`config.mk`:
```
export PLATFORM = sky130hd
export DESIGN_NAME = host_word_buffer
export DESIGN_NICKNAME = d
export VERILOG_FILES = /design/src/rtl/host_word_buffer.sv
export SDC_FILE = /design/constraint.sdc
export NUM_CORES = 1
export LEC_CHECK = 0
export BUFFER_PORTS_ARGS = -buffer_cell sky130_fd_sc_hd__buf_4
export CORE_MARGIN = 3
export CORE_UTILIZATION = 50
export CTS_CLUSTER_SIZE = 16
export DETAILED_ROUTE_END_ITERATION = 6
export GPL_TIMING_DRIVEN = 0
export PLACE_DENSITY_LB_ADDON = 0.08
export SLEW_MARGIN = 10
export SYNTH_ARGS = -nofsm -noshare
export SYNTH_HDL_FRONTEND = slang
export SYNTH_SLANG_ARGS = --single-unit
```
`constraint.sdc`:
```
create_clock -name clk -period 3.45 [get_ports clk]
set_input_delay 0.1725 -clock clk [delete_from_list [all_inputs] [get_ports clk]]
set_output_delay 0.1725 -clock clk [all_outputs]
set_load 0.02 [all_outputs]
```
`src/rtl/host_word_buffer.sv`:
```
// rtl/host_word_buffer.sv - host secret-word entry buffer with backspace, validation and lock
// Optional lowercase folding is compiled in with the UPPERCASE_FOLD_EN macro.
module host_word_buffer #(
    parameter int         WORD_LEN   = 5,
    parameter logic [7:0] BLANK_CHAR = 8'h5F,
    parameter bit         AUTO_LOCK  = 1'b0
) (
    input  logic                            clk,
    input  logic                            nRst,
    input  logic                            key_ready,
    input  logic [7:0]                      key_char,
    input  logic                            backspace,
    input  logic                            toggle_state,
    input  logic                            gameEnd_host,
    output logic                            rec_ready,
    output logic [WORD_LEN*8-1:0]           temp_word,
    output logic [$clog2(WORD_LEN+1)-1:0]   letter_count,
    output logic                            word_full,
    output logic                            key_reject
);

    localparam int             CW        = $clog2(WORD_LEN + 1);
    localparam logic [CW-1:0]  C_ONE     = CW'(1);
    localparam logic [CW-1:0]  C_FULL    = CW'(WORD_LEN);
    localparam logic [CW-1:0]  C_LAST    = CW'(WORD_LEN - 1);
    localparam logic [0:0]     ST_SET    = 1'b0;
    localparam logic [0:0]     ST_LOCKED = 1'b1;

    logic [7:0]    r_slot [WORD_LEN];
    logic [CW-1:0] r_count;
    logic [0:0]    r_state;
    logic          r_key_reject;

    logic          w_is_upper;
    logic          w_key_valid;
    logic [7:0]    w_key_code;
    logic          w_full;

    logic [0:0]    w_next_state;
    logic [CW-1:0] w_next_count;
    logic          w_next_reject;
    logic          w_clear;
    logic          w_wr_en;
    logic [CW-1:0] w_wr_idx;
    logic [7:0]    w_wr_data;

    assign w_is_upper = (key_char >= 8'h41) && (key_char <= 8'h5A);

`ifdef UPPERCASE_FOLD_EN
    logic w_is_lower;
    assign w_is_lower  = (key_char >= 8'h61) && (key_char <= 8'h7A);
    assign w_key_valid = w_is_upper || w_is_lower;
    assign w_key_code  = w_is_lower ? (key_char - 8'h20) : key_char;
`else
    assign w_key_valid = w_is_upper;
    assign w_key_code  = key_char;
`endif

    assign w_full = (r_count == C_FULL);

    always_comb begin
        w_next_state  = r_state;
        w_next_count  = r_count;
        w_next_reject = 1'b0;
        w_clear       = 1'b0;
        w_wr_en       = 1'b0;
        w_wr_idx      = r_count;
        w_wr_data     = BLANK_CHAR;

        if (gameEnd_host) begin
            w_next_state = ST_SET;
            w_next_count = '0;
            w_clear      = 1'b1;
        end else if (r_state == ST_LOCKED) begin
            w_next_reject = key_ready || backspace;
        end else if (backspace) begin
            // a key arriving alongside backspace is dropped and flagged
            w_next_reject = key_ready;
            if (r_count != '0) begin
                w_wr_en      = 1'b1;
                w_wr_idx     = r_count - C_ONE;
                w_wr_data    = BLANK_CHAR;
                w_next_count = r_count - C_ONE;
            end
        end else begin
            if (key_ready) begin
                if (w_key_valid && !w_full) begin
                    w_wr_en      = 1'b1;
                    w_wr_idx     = r_count;
                    w_wr_data    = w_key_code;
                    w_next_count = r_count + C_ONE;
                    if (AUTO_LOCK && (r_count == C_LAST))
                        w_next_state = ST_LOCKED;
                end else begin
                    w_next_reject = 1'b1;
                end
            end
            // toggle judges fullness on the count before any same-cycle key
            if (toggle_state) begin
                if (w_full)
                    w_next_state = ST_LOCKED;
                else
                    w_next_reject = 1'b1;
            end
        end
    end

    always_ff @(posedge clk or negedge nRst) begin
        if (!nRst) begin
            r_state      <= ST_SET;
            r_count      <= '0;
            r_key_reject <= 1'b0;
            for (int i = 0; i < WORD_LEN; i++)
                r_slot[i] <= BLANK_CHAR;
        end else begin
            r_state      <= w_next_state;
            r_count      <= w_next_count;
            r_key_reject <= w_next_reject;
            for (int i = 0; i < WORD_LEN; i++) begin
                if (w_clear)
                    r_slot[i] <= BLANK_CHAR;
                else if (w_wr_en && (w_wr_idx == CW'(i)))
                    r_slot[i] <= w_wr_data;
            end
        end
    end

    for (genvar g = 0; g < WORD_LEN; g++) begin : g_pack
        assign temp_word[(WORD_LEN-g)*8-1 -: 8] = r_slot[g];
    end

    assign rec_ready    = (r_state == ST_LOCKED);
    assign letter_count = r_count;
    assign word_full    = w_full;
    assign key_reject   = r_key_reject;

endmodule
```
==> impl_metrics.yaml <==
min_path:
  hp-start: "key_ready"
  min_to: "key_reject"
  min_path_cells: 3
  worst_hold_path_type: "primary input to flip-flop"
layout:
  nFillCells: 327
  diodes: 0
  drive_gt1_frac: 0.5100
  final_area_um2: 2813
  final_core_util: 0.6835
  final_nets: 268
  synthToLayoutAreaGrowth_pct: 28.24
setup_path:
  worstRegToRegCells: 8
  critPathCaptureType: "flip-flop"
  r2r_end: "temp_word[17]"
  cp_slowest_cell: "dfrtp_1"
  crit_type: "flip-flop to flip-flop"
  critPathLaunchType: "flip-flop"
  worst-path-max-fanout: 10
  crit_chain: "inv_1 > ha_1 > nor2b_1 > clkbuf_1 > or4_1 > a21oi_1 > o22ai_2 > mux2_2"
  r2r_setup_slack_ns: 0.87
  arrival_ns: 2.80
  required_ns: 3.67
  worstReg2RegStart: "letter_count[0]"
  slowest_delay_ns: 0.55
placed_design:
  portBuffers: 58
  hpwl_um: 3339
  globalplace.congestion: 0.8410
  dpl_cell_area_um2: 2691
  preCtsSetupSlack_ns: 0.9094
flow_run:
  drv_cap: 0
global_routing:
  use_met3: 0.06510
  grt.met2_usage: 0.2993
  antenna_found_initial: 0
  gr-max-usage-layer: "met2"
  grt-ovfl-total: 0
  use_met1: 0.2597
  grt_pass1_wl_um: 7769
  grt_max_degree: 46
  grt_usage: 0.1919
  grt_pass1_vias: 1613
synth:
  netlist_area_um2: 2193
  netlist_top_cells_area: "dfstp_2 36%, dfrtp_1 17%, mux2_2 8.7%, mux2_4 3.4%, and2_1 3.1%"
  synth-edff-count: 0
  synth_fp_nets: 202
  yosys_warnings: 0
  ys_async_sr_fraction: 1.000
  synth_seq_cells: 45
  synth_area_leader_cell: "dfstp_2"
  synthTopCellsByCount: "30 x dfstp_2, 17 x mux2_2, 15 x dfrtp_1, 13 x a21oi_1"
  synth.avg_cell_area_um2: 11.92
  synth.most_common_cell: "dfstp_2"
  yosysSeqAreaShare: 0.5305
  synth_cell_types: 40
  ys.flop_type: "dfstp_2"
  synth_top_area_frac: 0.3594
  syn_inst: 184
detailed_routing:
  drtAntennaViolNets: 0
  dr_total_vias: 1637
  via_per_inst: 5.439
  wl_per_cell_um: 15.62
  drt_iter0_markers: 146
  first_pass_iters: 4
  drc: 0
  routed_wl_um: 4703
sta:
  clock_skew_ns: 0.009604
  rsz0062_at_grt: "false"
  fin_ws_ns: 0.8725
  worst_pin_slew_ns: 0.6090
  final_hold_viol_count: 0
  tns_ns: 0
  slew_violations: 0
  fmaxAchievable_ghz: 0.3880
  maxSlewHeadroom: 0.5940
  layout_min_cycle_time_ns: 2.577
  setup_viol: 0
  timing.final.crit_share: 0.7471
power_and_ir_drop:
  powerDensity_nw_per_um2: 522.2
  ir_worst_vdd_uv: 460.0
  p_leak_nw: 1.224
  power_mw: 1.469
cts:
  clk_pin_slew_ns: 0.08
  cts_hold_buf: 1
  clk_latency_ns: 0.30
  clock_sinks: 45
  cts_post_setup_buffers_inserted: 0
  cts_tree: "yes"
  clockBufferDepth: 2
  h-tree-depth: 2
  cts_made_buffers: 5
  cts_resized: 0
  clockRootBuffer: "clkbuf_8"
die:
  dieWidth_um: 72.23
  num_rows: 23
  initial_core_util: 0.5330
  pin_count: 60
  die_y_um: 72.23
  die_area_um2: 5217
  fp.coreArea_um2: 4115
status:
  status: "finished, final reports clean"
[kinds of logic (layout without fill, tap and decap cells)]
group           Yosys count  in the layout  synth area share
fa+ha+maj                 4              4           0.02282
mux                      23             23            0.1261
buf+inv                  14             81           0.02567
compound gates           34             34            0.1124
simple gates             64             64            0.1825
flops                    45             45            0.5305
[registers in the layout, indices dropped and copies added (netlist names)]
signal,count
rec_ready,1
temp_word,40
key_reject,1
letter_count,3
[layout make-up]
cell class | count | area (µm²) | area share
Inverter | 8 | 30.03 | 0.01068
Clock inverter | 2 | 38.79 | 0.01379
Tap cell | 50 | 62.56 | 0.02224
Clock buffer | 6 | 72.57 | 0.02580
Buffer | 6 | 26.28 | 0.009342
Multi-Input combinational cell | 125 | 973.4 | 0.3461
Sequential cell | 45 | 1164 | 0.4137
Timing Repair Buffer | 59 | 445.4 | 0.1584
[per-layer routing]
layer | routed length [µm] | up-vias
met2 | 2154 | 56
li1 | - | 791
met5 | 0 | -
met4 | 46 | 0
met1 | 2147 | 783
met3 | 356 | 7
[worst max-delay path: cells and delay by family, from the launching register on]
| kind | cells | cell delay [ns] |
|---|---|---|
| flops | 1 | 0.55 |
| simple gates | 2 | 0.59 |
| fa+ha+maj | 1 | 0.27 |
| mux | 1 | 0.33 |
| compound gates | 2 | 0.38 |
| buf+inv | 2 | 0.39 |
[power by group]
group | internal, mW | total (mW) | switching [mW] | leakage (nW)
clock | 0.218 | 0.403 | 0.185 | 0.0554
combinational | 0.200 | 0.486 | 0.286 | 0.647
sequential | 0.552 | 0.580 | 0.0284 | 0.522
total | 0.970 | 1.47 | 0.499 | 1.22
[placed cells by master (no fill, tap or decap), types with 3 or more instances in the layout]
master,count
mux2_2,17
or3_1,3
clkbuf_8,5
dfstp_2,30
buf_4,58
o21ai_0,3
a21oi_1,13
or4_1,7
dfrtp_1,15
nand2b_1,9
nor3_1,3
o211ai_1,4
o22ai_2,3
nor2b_1,6
nand2_1,3
nor2_1,11
inv_1,8
mux2_4,5
ha_1,4
and2_1,11
clkbuf_1,3
[stage by stage]
| step | hold WS (ns) | instances |
|---|---|---|
| after detailed placement | 0.1962 | 292 |
| final | 0.2595 | 301 |
| after global placement | 0.1981 | 292 |
| after CTS | 0.2505 | 301 |
| after floorplan | -0.1231 | 184 |
| after global routing | 0.2608 | 301 |
[worst max-delay path by stage]
stage                          from            end  slack [ns]
finish              letter_count[0]  temp_word[17]        0.87
detailed placement  letter_count[0]  temp_word[20]        0.91
CTS                 letter_count[0]  temp_word[20]        0.88
floorplan           letter_count[0]  temp_word[16]        1.10
global placement    letter_count[0]  temp_word[18]        0.92
global route        letter_count[0]   temp_word[7]        0.62
No activity file was read; power rests on OpenSTA's default activity.
